==> config.mk <==
export PLATFORM = sky130hd
export DESIGN_NAME = song_sequencer
export DESIGN_NICKNAME = d
export VERILOG_FILES = /design/src/rtl/song_sequencer.sv
export SDC_FILE = /design/constraint.sdc
export NUM_CORES = 1
export LEC_CHECK = 0
export CAP_MARGIN = 40
export CORE_MARGIN = 2
export CORE_UTILIZATION = 30
export DETAILED_ROUTE_END_ITERATION = 10
export PLACE_DENSITY = 0.6
export SYNTH_ARGS = -nofsm -noshare
export SYNTH_HDL_FRONTEND = slang
export SYNTH_SLANG_ARGS = --single-unit
==> constraint.sdc <==
create_clock -name clk -period 4.4 [get_ports clk]
set_input_delay 0.66 -clock clk [delete_from_list [all_inputs] [get_ports clk]]
set_output_delay 0.66 -clock clk [all_outputs]
set_load 0.005 [all_outputs]
==> src/rtl/song_sequencer.sv <==
// Step sequencer for a three-voice song player: walks a shared step address
// at a programmable tempo and gates each voice after a short articulation gap.
module song_sequencer #(
  parameter int unsigned GAP_CYC = 16
) (
  input  logic        clk,
  input  logic        rst,
  input  logic        cmd_play,
  input  logic        cmd_pause,
  input  logic        cmd_stop,
  input  logic        loop_en,
  input  logic [15:0] tempo_div,
  input  logic [9:0]  song_last,
  input  logic [2:0]  mute,
  output logic [9:0]  addr,
  output logic [2:0]  voice_en,
  output logic        tick,
  output logic        done,
  output logic [1:0]  state
);

  localparam int unsigned DIV_W  = 16;
  localparam int unsigned ADDR_W = 10;

  typedef enum logic [1:0] {
    S_IDLE  = 2'b00,
    S_PLAY  = 2'b01,
    S_PAUSE = 2'b10,
    S_DONE  = 2'b11
  } state_t;

  state_t           st;
  logic [DIV_W-1:0] div_cnt;
  logic [DIV_W-1:0] d_len;
  logic [DIV_W-1:0] tempo_eff;
  logic             step_end;
  logic             gate_open;
  logic             at_last;
  logic             play_only;

  // A zero tempo still yields a one-clock step.
  assign tempo_eff = (tempo_div == '0) ? DIV_W'(1) : tempo_div;
  assign step_end  = (div_cnt == d_len - DIV_W'(1));
  assign at_last   = (addr == song_last);
  // cmd_play only acts when no higher-priority command is present.
  assign play_only = cmd_play & ~cmd_pause & ~cmd_stop;
  assign gate_open = (32'(div_cnt) >= GAP_CYC);

  assign state    = st;
  assign voice_en = ((st == S_PLAY) && gate_open) ? ~mute : 3'b000;

  always_ff @(posedge clk or posedge rst) begin
    if (rst) begin
      st      <= S_IDLE;
      addr    <= '0;
      div_cnt <= '0;
      d_len   <= DIV_W'(1);
      tick    <= 1'b0;
      done    <= 1'b0;
    end else begin
      tick <= 1'b0;
      done <= 1'b0;
      unique case (st)
        S_IDLE: begin
          if (play_only) begin
            st      <= S_PLAY;
            addr    <= '0;
            div_cnt <= '0;
            d_len   <= tempo_eff;
          end
        end
        S_PLAY: begin
          if (cmd_stop) begin
            st      <= S_IDLE;
            addr    <= '0;
            div_cnt <= '0;
          end else if (cmd_pause) begin
            st <= S_PAUSE;
          end else if (step_end) begin
            // Step boundary: the new tempo takes effect only here.
            div_cnt <= '0;
            d_len   <= tempo_eff;
            if (!at_last) begin
              addr <= addr + ADDR_W'(1);
              tick <= 1'b1;
            end else if (loop_en) begin
              addr <= '0;
              tick <= 1'b1;
            end else begin
              st   <= S_DONE;
              done <= 1'b1;
            end
          end else begin
            div_cnt <= div_cnt + DIV_W'(1);
          end
        end
        S_PAUSE: begin
          if (cmd_stop) begin
            st      <= S_IDLE;
            addr    <= '0;
            div_cnt <= '0;
          end else if (play_only) begin
            st <= S_PLAY;
          end
        end
        S_DONE: begin
          if (cmd_stop) begin
            st      <= S_IDLE;
            addr    <= '0;
            div_cnt <= '0;
          end else if (play_only) begin
            st      <= S_PLAY;
            addr    <= '0;
            div_cnt <= '0;
            d_len   <= tempo_eff;
          end
        end
        default: st <= S_IDLE;
      endcase
    end
  end

endmodule

### After elaboration in Yosys (flattened, before gate mapping)

Index checks and enable logic that the tools add are counted.

* register bits: 46
* latch bits: 0
* memory bits (writable): 0
* memory bits (read-only): 0
* bits of input ports: 35
* logic and storage cells: 84
* memories kept: 0

* add/sub/neg operators: 3
* multipliers: 0
* div/mod/pow operators: 0
* order comparisons: 1
* eq/ne operators: 16
* shift operators: 0
* multiplexer cells: 44
* bitwise operators: 5
* reduce and logical (&&, ||, !) cells: 9

Operators with widths (number)
* 16-bit two-way mux: 12
* 10-bit two-way mux: 8
* 16-bit one-hot mux with 4 select lines: 1
* 16-bit one-hot mux with 3 select lines: 1
* 10-bit one-hot mux with 4 select lines: 1
* 16-bit by 1-bit adder with 16-bit output (second input constant): 1
* 16-bit == test: 1
* 16-bit by 5-bit >= comparator with 1-bit output (second input constant): 1
* 16-bit zero test: 1
* 4-bit inequality test (second input constant): 4
* 16-bit by 1-bit subtractor with 16-bit output (second input constant): 1
* 2-bit two-way mux: 7
* 1-bit two-way mux: 12
* 10-bit by 1-bit adder with 10-bit output (second input constant): 1
* 10-bit == test: 1
* 2-bit inequality test (second input constant): 5
* 3-bit inequality test (second input constant): 2
* 2-bit one-hot mux with 3 select lines: 1
* 5-bit AND reduction: 1
* 2-bit == test (second input constant): 2
* 4-bit AND reduction: 1
* 3-bit two-way mux: 1
* 3-bit NOT: 1
* 3-bit AND reduction: 1
* 8 further kinds: 10

### Longest topological paths before layout

* depth after elaboration: 6
* gate-level depth with buffers: 12

### Worst setup path after synthesis

Ideal clock, no wire load.

* path type: register -> register
* from: register d_len[5]
* to: register addr[2]
* setup time: 0.126 ns
* data arrival time: 2.979 ns
* data required time: 4.274 ns
* slack: 1.295 ns
* stages on the path, launching flop included: 12
* buffers on the path: 4
* clock period less this slack: 3.105 ns
* cells stage by stage: dfrtp_1 -> buf_6 -> or4_1 -> buf_2 -> nor4_2 -> mux2i_1 -> nor2_1 -> or4_1 -> clkbuf_1 -> o21a_1 -> buf_6 -> a221o_1

* cells in the longest elaborated chain, start to end: 4

RTL lines
* from (decl): line 34 `logic [DIV_W-1:0] d_len;`
* from (signal assigned): line 69 `d_len <= tempo_eff;`
* from (signal assigned): line 82 `d_len <= tempo_eff;`
* from (signal assigned): line 115 `d_len <= tempo_eff;`
* 16-bit by 1-bit subtractor with 16-bit output: line 43 `assign step_end = (div_cnt == d_len - DIV_W'(1));`
* 16-bit == test: line 43
* 3-bit inequality test (no source line)
* 4-bit AND reduction (no source line)
* to (signal assigned): line 84 `addr <= addr + ADDR_W'(1);`
* to (decl): line 15 `output logic [9:0] addr,`

No other way between the ends.
A chain may end at the register's enable or synchronous reset.

### Final worst setup path

* from: register d_len[5]
* to: register st[1] (netlist: state[1])

* cells in the longest elaborated chain, start to end: 4

RTL lines
* 16-bit by 1-bit subtractor with 16-bit output: line 43
* 16-bit == test: line 43
* 4-bit inequality test (no source line)
* 3-bit AND reduction (no source line)
* to (signal assigned): line 54 `st <= S_IDLE;`
* to (signal assigned): line 66 `st <= S_PLAY;`
* to (signal assigned): line 74 `st <= S_IDLE;`
* to (decl): line 32 `state_t st;`

No other way between the ends.

==> results summary <==
The run finished with clean final reports. The instance count along the most critical hold path came out at 2. The total setup buffers inserted after CTS is 0.

The number of iterations in the first detailed-routing pass came out at 5. In this run the remaining antenna-violating nets after routing total 0. The total negative slack is 0 ns.

The clock tree root buffer cell is sky130_fd_sc_hd__clkbuf_16. The initial utilization of the core area, before any placement, comes to 0.304. The arrival time of data at the critical path endpoint is roughly 3.7 ns. The startpoint class of the critical path is a register.

The TritonCTS clock tree is built. After the last flow step, the layout net total stands at 500. The share of the Yosys chip area taken by registers is 0.336. The clock transition time at the flip-flop clock pins of the worst setup and hold paths came out at ~0.070 ns. The final design utilization came out at 0.374. For this design the static power due to leakage is approximately 1.5 nW. The clock period minus final worst setup slack is approximately 3.5 ns. In this run the tightest slew margin relative to its limit is 0.532. The first-pass GRT wire length came out at ~17000 um. The post-synthesis net count is around 460. The startpoint of the lowest-slack register-to-register path is d_len[5].

Input and output buffers added on the ports amount to about 50. Setup repair after global routing left no endpoint under its margin. For the final database, setup skew stands at 0.00799 ns. The largest fanout on the critical path is slightly above 40. The number of antenna violations at the first check in global routing came out at 0. The number of filler instances in the final layout is approximately 1200.

The final number of hold-violating endpoints was 0. The later pin in the worst-skew pair is clocked with a latency of between 0.2 and 0.3 ns. The startpoint identified for the worst hold timing path is d_len[15]. STA puts the critical path data required time at roughly 4.6 ns. The synthesized instance count is between 400 and 500. The number of buffers on the longest clock path came out at 2. The mean instance size in the synthesized netlist is 8.08 um2. The kind of end point of the critical path is a register. In this run, synthesis inferred 0 flip-flops with an integrated enable. The die covers around 12000 um2. The ratio of total power to cell area came out at between 200 and 300 nW/um2. The via count of the first global-routing pass is 3396. After detailed placement, the total cell area comes to approximately 4100 um2. The synthesized area is 3430 um2. The number of cells on the worst reg-to-reg path is 8.

The pin count of the biggest net entering global routing came out at 42. The count of state elements after synthesis came out at 46. The type of the setup path with the least slack is register to register. The maximum achievable frequency is around 0.29 GHz.

The area of the core is roughly 11000 um2. The ratio of final minimum period to clock period came out at 0.791. The overall power came out at roughly 1.1 mW. The final instance area is around 4200 um2. The average via count per standard cell came out at approximately 5.7. The tool flagged a number of max-cap violations equal to 0.

The HPWL reported at the end of detailed placement came out at 7250 um. The total number of yosys warnings is 0. The proportion of layout cells with a drive suffix above 1 is 0.0628.

The number of library cell types mapped by synthesis came out at 58. The clock buffer count from CTS came out at 5. The die width came out at between 100 and 150 um. The share of the synthesized area in the top cell type came out at 0.329. The number of core rows is 39. At the end of routability-driven placement, the weighted congestion stood at between 0.8 and 0.9. The endpoint identified for the worst register-to-register timing path is state[1]. The H-tree depth is 2.

The total congestion overflow after global routing came out at 0. In the post-synthesis netlist, the biggest area contributors are sky130_fd_sc_hd__dfrtp_1, sky130_fd_sc_hd__nand2_1, sky130_fd_sc_hd__nand4_1, sky130_fd_sc_hd__xnor2_1, sky130_fd_sc_hd__a31oi_1. In the final routed layout, each cell accounts on average for between 15 and 20 um. The total length of routed wires came out at around 10000 um.

Summed over all instances, the cell type with the most area after synthesis is sky130_fd_sc_hd__dfrtp_1. In the layout the commonest cells are sky130_fd_sc_hd__nand2_1, sky130_fd_sc_hd__clkdlybuf4s50_1, sky130_fd_sc_hd__dfrtp_1, sky130_fd_sc_hd__nand4_1, sky130_fd_sc_hd__a31oi_1. The path with the worst hold slack has its endpoint at d_len[15]. The detailed-route DRC error count is 0. The number of antenna diodes is 0.

The kind of path behind the tightest hold check is register to register. The I/O pin count came out at 52. The final-report max-slew violation count was 0.

In this run the vertical extent of the chip is about 110 um. IR analysis of the VDD net gives a maximum drop of roughly 0.15 mV. Relative to the synthesized area, the layout overhead comes to 22.9%. The most used flip-flop cell after synthesis is sky130_fd_sc_hd__dfrtp_1. The most common cell after layout, fill and taps aside is sky130_fd_sc_hd__nand2_1.

The number of setup violations in the final report is 0. The count of instances resized after the clock tree is built is 0. The global router's overall resource usage came out at 0.167. For flop-to-flop paths, the worst setup slack is roughly 0.92 ns. For this run, asynchronously set or reset flops after synthesis account for 1.00. The quantity of hold-fixing buffers added after cts is 0. The total via count in the routed design is between 3000 and 4000. At the pin with the least slew margin, the transition time is about 0.7 ns. The detailed router's first-iteration violation count is about 280. The count of clock tree sinks is 46.
==> cells by family after synthesis <==
family	after synthesis	share of synthesized area
fa+ha+maj	4	0.0146
xor+xnor	27	0.0730
simple gates	212	0.342
compound gates	84	0.163
buf+inv	46	0.0566
mux	5	0.0150
flops	46	0.336
==> worst max-delay path, stage by stage (launching register included) <==
cell and delay [ns]:
sky130_fd_sc_hd__dfrtp_1 0.48, sky130_fd_sc_hd__or4_1 0.68, sky130_fd_sc_hd__nor4_2 0.38, sky130_fd_sc_hd__mux2i_1 0.25
sky130_fd_sc_hd__nor2_1 0.09, sky130_fd_sc_hd__or4_1 0.70, sky130_fd_sc_hd__buf_4 0.35, sky130_fd_sc_hd__o31a_1 0.32
sky130_fd_sc_hd__nor3_1 0.14
==> power by group <==
part / switching (mW) / leakage [nW] / internal (mW) / total (mW)
Combinational: 0.112 / 0.873 / 0.107 / 0.219
Sequential: 0.0528 / 0.580 / 0.450 / 0.503
Clock: 0.171 / 0.0641 / 0.212 / 0.383
==> how the worst max path moves through the flow <==
stage / start / cells past startpoint / endpoint
floorplan: d_len[5] / 11 / addr[2]
global placement: d_len[5] / 8 / state[1]
detailed placement: d_len[5] / 8 / state[1]
CTS: d_len[5] / 8 / state[1]
global route: d_len[1] / 10 / state[1]
finish: d_len[5] / 8 / state[1]
==> metal layers <==
layer | global-route usage | share of wire | wire length, um
met1 | 0.233 | 0.47 | 4700
met2 | 0.267 | 0.47 | 4740
met3 | 0.0273 | 0.049 | 499
met4 | 0.0492 | 0.016 | 164
met5 | 0 | 0 | 0
==> sequential cells by signal, indices dropped and copies added, names as in the netlist <==
signal	flops
div_cnt	16
addr	10
done	1
tick	1
state	2
d_len	16
==> cell usage after synthesis, drive strengths merged (9+ instances only) <==
| library cell | instances |
|---|---|
| nand2 | 57 |
| dfrtp | 45 |
| nand4 | 32 |
| a31oi | 24 |
| clkbuf | 23 |
| nor3 | 21 |
| xnor2 | 20 |
| o21ai | 19 |
| nor2 | 18 |
| inv | 17 |
| nand3 | 17 |
| nor4 | 15 |
| a21oi | 11 |
| and2 | 10 |
| or4 | 9 |
==> per-stage QoR <==
step                hold WS, ns  instances  setup WS (ns)
floorplan                 0.500        424           1.29
global placement          0.546        596           1.07
detailed placement        0.550        597          0.969
CTS                       0.565        605          0.949
global route              0.590        605          0.582
finish                    0.573        605          0.920
==> cell type report <==
type,count,area (um2),share of cell area
clock buffer,7,133,0.0315
clock inverter,1,7.51,0.00178
inverter,17,63.8,0.0152
multi-input combinational,332,2090,0.497
sequential,46,1150,0.274
tap,143,179,0.0425
timing repair buffer,59,583,0.138
(Power assumes the default switching activity.)
==> edit: new RTL, same settings <==
Change the parameter `GAP_CYC` from 16 to 12.
--- a/src/rtl/song_sequencer.sv
+++ b/src/rtl/song_sequencer.sv
@@ -1,7 +1,7 @@
 // Step sequencer for a three-voice song player: walks a shared step address
 // at a programmable tempo and gates each voice after a short articulation gap.
 module song_sequencer #(
-  parameter int unsigned GAP_CYC = 16
+  parameter int unsigned GAP_CYC = 12
 ) (
   input  logic        clk,
   input  logic        rst,
Function: same outputs for any inputs over 10 cycles, from zero or initial values and one cycle with rst high; that may be too few to reach the edited logic, so the function may still have changed.
==> edit against the original RTL <==
  * Critical path depth is 1 higher
  * Total power increased by 11%
  * Routed wire length rose by 6.1%
  * Sequential power increased by 5.4%
  * Count of clock-buffer cells in the layout shrank 1
  * Die area is 7.0% higher
  * Clock power shrank 2%
  * Setup slack better by 0.019 ns
  * Combinational power grew 47%
  * Sequential cell count is the same
  * Design area is 4.8% higher
  * Synthesized area grew 7.3%
  * Critical endpoint is now div_cnt[5]$_DFFE_PP0P_
==> edit: results (changes against the original RTL) <==
| Metric | Value |
|---|---|
| Status | `complete, no violations` |
| Resized cells post-CTS | `0 (unchanged)` |
| Drt total wl | `10,700 µm (+6.1%)` |
| GRT Total Usage | `0.170 (+0.00293)` |
| R2r setup slk | `0.94 ns (+0.02 ns)` |
| Post-synth net total | `477 (+3.0%)` |
| Unique masters post-synth | `65 (+12%)` |
| Vias per Instance | `5.91 (+3.7%)` |
| Reg2Reg Depth | `9 (+1)` |
| Leakage power | `1.66 nW (+9.5%)` |
| Slowest CP cell | `nand4_2` |
| Hold Slack | `0.533 ns (-0.0402 ns)` |
| Max_slew headroom | `0.413 (-0.119)` |
| HPWL Detailed | `7840 µm (+8.2%)` |
| Dominant cells by area after synthesis | `dfrtp_1 (31%), nand3_1 (5.7%), xnor2_1 (5.7%)` |
| Peak supply drop | `137 µV (-9.3%)` |
| Skew-Pair Late Insertion Delay | `0.29 ns (about the same)` |
| Register area share after synthesis | `0.314 (-0.0228)` |
| Max FO, Critical Path | `26 (-37%)` |
| Iteration-0 DRC Markers | `219 (-22%)` |
| Placer Congestion | `0.950 (+7.3%)` |
| Post-synth EDFFs | `0 (unchanged)` |
| Post-CTS setup buffer count | `0 (unchanged)` |
| PortBufs | `51 (unchanged)` |
| Inst Count DP | `607 (+1.7%)` |
| Max incr delay on CP | `0.60 ns (-0.10 ns)` |
| Mean post-synth cell area | `8.39 µm² (+3.8%)` |
| Top FF cell, synth | `dfrtp_1` |
| Share of cells above drive strength 1 | `0.0535 (-0.00924)` |
| FILL cells | `1,196 (+2.3%)` |
| RR Startpoint | `d_len[1]$_DFFE_PP0P_` |
| Post-Route Utilization | `0.369 (-0.00448)` |
| Reg clk slew, reported paths | `0.07 ns (about the same)` |
| Hold_sp | `d_len[0]$_DFFE_PP1P_` |
| Internal | `0.000813 W (+5.7%)` |
| Total Nets Final | `506 (+1.2%)` |
| Crit path from | `d_len[1]$_DFFE_PP0P_` |
| Placed cell area | `4280 µm² (+5.1%)` |
| WHS Endpoint | `d_len[0]$_DFFE_PP1P_` |
| Synth cell count leaders | `dfrtp_1 (45), nand3_1 (42), clkbuf_1 (26), xnor2_1 (24)` |
| Final min period | `3.46 ns (-0.0193 ns)` |
| Place WS | `0.979 ns (+0.00941 ns)` |
| FFs w/ async S/R, synth | `1.00 (unchanged)` |
| CP Data Arrival Time | `3.61 ns (-0.07 ns)` |
| Number of global-route vias before repair | `3,497 (+3.0%)` |
| H-tree levels | `2 (unchanged)` |
| Worst Skew | `0.00540 ns (-0.00258 ns)` |
| Largest net degree at the start of global routing | `34 (-19%)` |
| Global-route wire length before repair | `17,900 µm (+4.6%)` |
| R2R Path End | `div_cnt[5]$_DFFE_PP0P_` |
| Hold Crit Depth | `2 (unchanged)` |
| Total number of vias | `3,627 (+5.2%)` |
-- edit: changes by cell type in the layout (fill, tap and decap cells not counted), sizes merged, moves of 6 or more --
cell,change
nand4,-21
nand2,-34
a31oi,-14
and4b,+15
o211ai,+16
nand3,+25
or4,-6
a41oi,+16
-- edit: per-layer routing --
| layer | vias up | share of wire | global-route usage |
|---|---|---|---|
| li1 | 1749 | - | - |
| met4 | 0 | 0.030 | 0.0675 |
| met3 | 29 | 0.050 | 0.0233 |
| met5 | - | 0 | 0 |
| met1 | 1727 | 0.45 | 0.234 |
| met2 | 122 | 0.47 | 0.268 |
-- edit: cells by family (layout without fill, tap and decap cells) --
family	after synthesis	after routing	share of synthesized area
AOI/OAI and AO/OA	116	116	0.231
xor gates and xnor gates	32	32	0.0763
adders and majority gates	4	4	0.0136
buffers and inverters	52	81	0.0647
DFF	46	46	0.314
muxes	2	2	0.00545
and+or+nand+nor	186	186	0.295
-- edit: critical path, delay by kind of cell (launching register included) --
| kind | cells | cell delay (ns) |
|---|---|---|
| buffers and inverters | 1 | 0.07 |
| and+or+nand+nor | 4 | 1.90 |
| adders and majority gates | 1 | 0.30 |
| DFF | 1 | 0.41 |
| AOI/OAI and AO/OA | 3 | 0.63 |
-- edit: layout make-up --
class,instances,share of cell area
Tap cell,147,0.0417
Timing Repair Buffer,57,0.133
Sequential cell,46,0.261
Inverter,17,0.0145
Clock buffer,6,0.0292
Multi-Input combinational cell,340,0.519
Clock inverter,1,0.00170
-- edit: power by group through the flow --
stage / sequential, W / combinational (W) / clock (W)
floorplan: 0.000496 / 0.000253 / 0
global placement: 0.000536 / 0.000307 / 0
detailed placement: 0.000536 / 0.000320 / 0
CTS: 0.000528 / 0.000322 / 0.000382
global route: 0.000538 / 0.000360 / 0.000395
finish: 0.000530 / 0.000323 / 0.000376
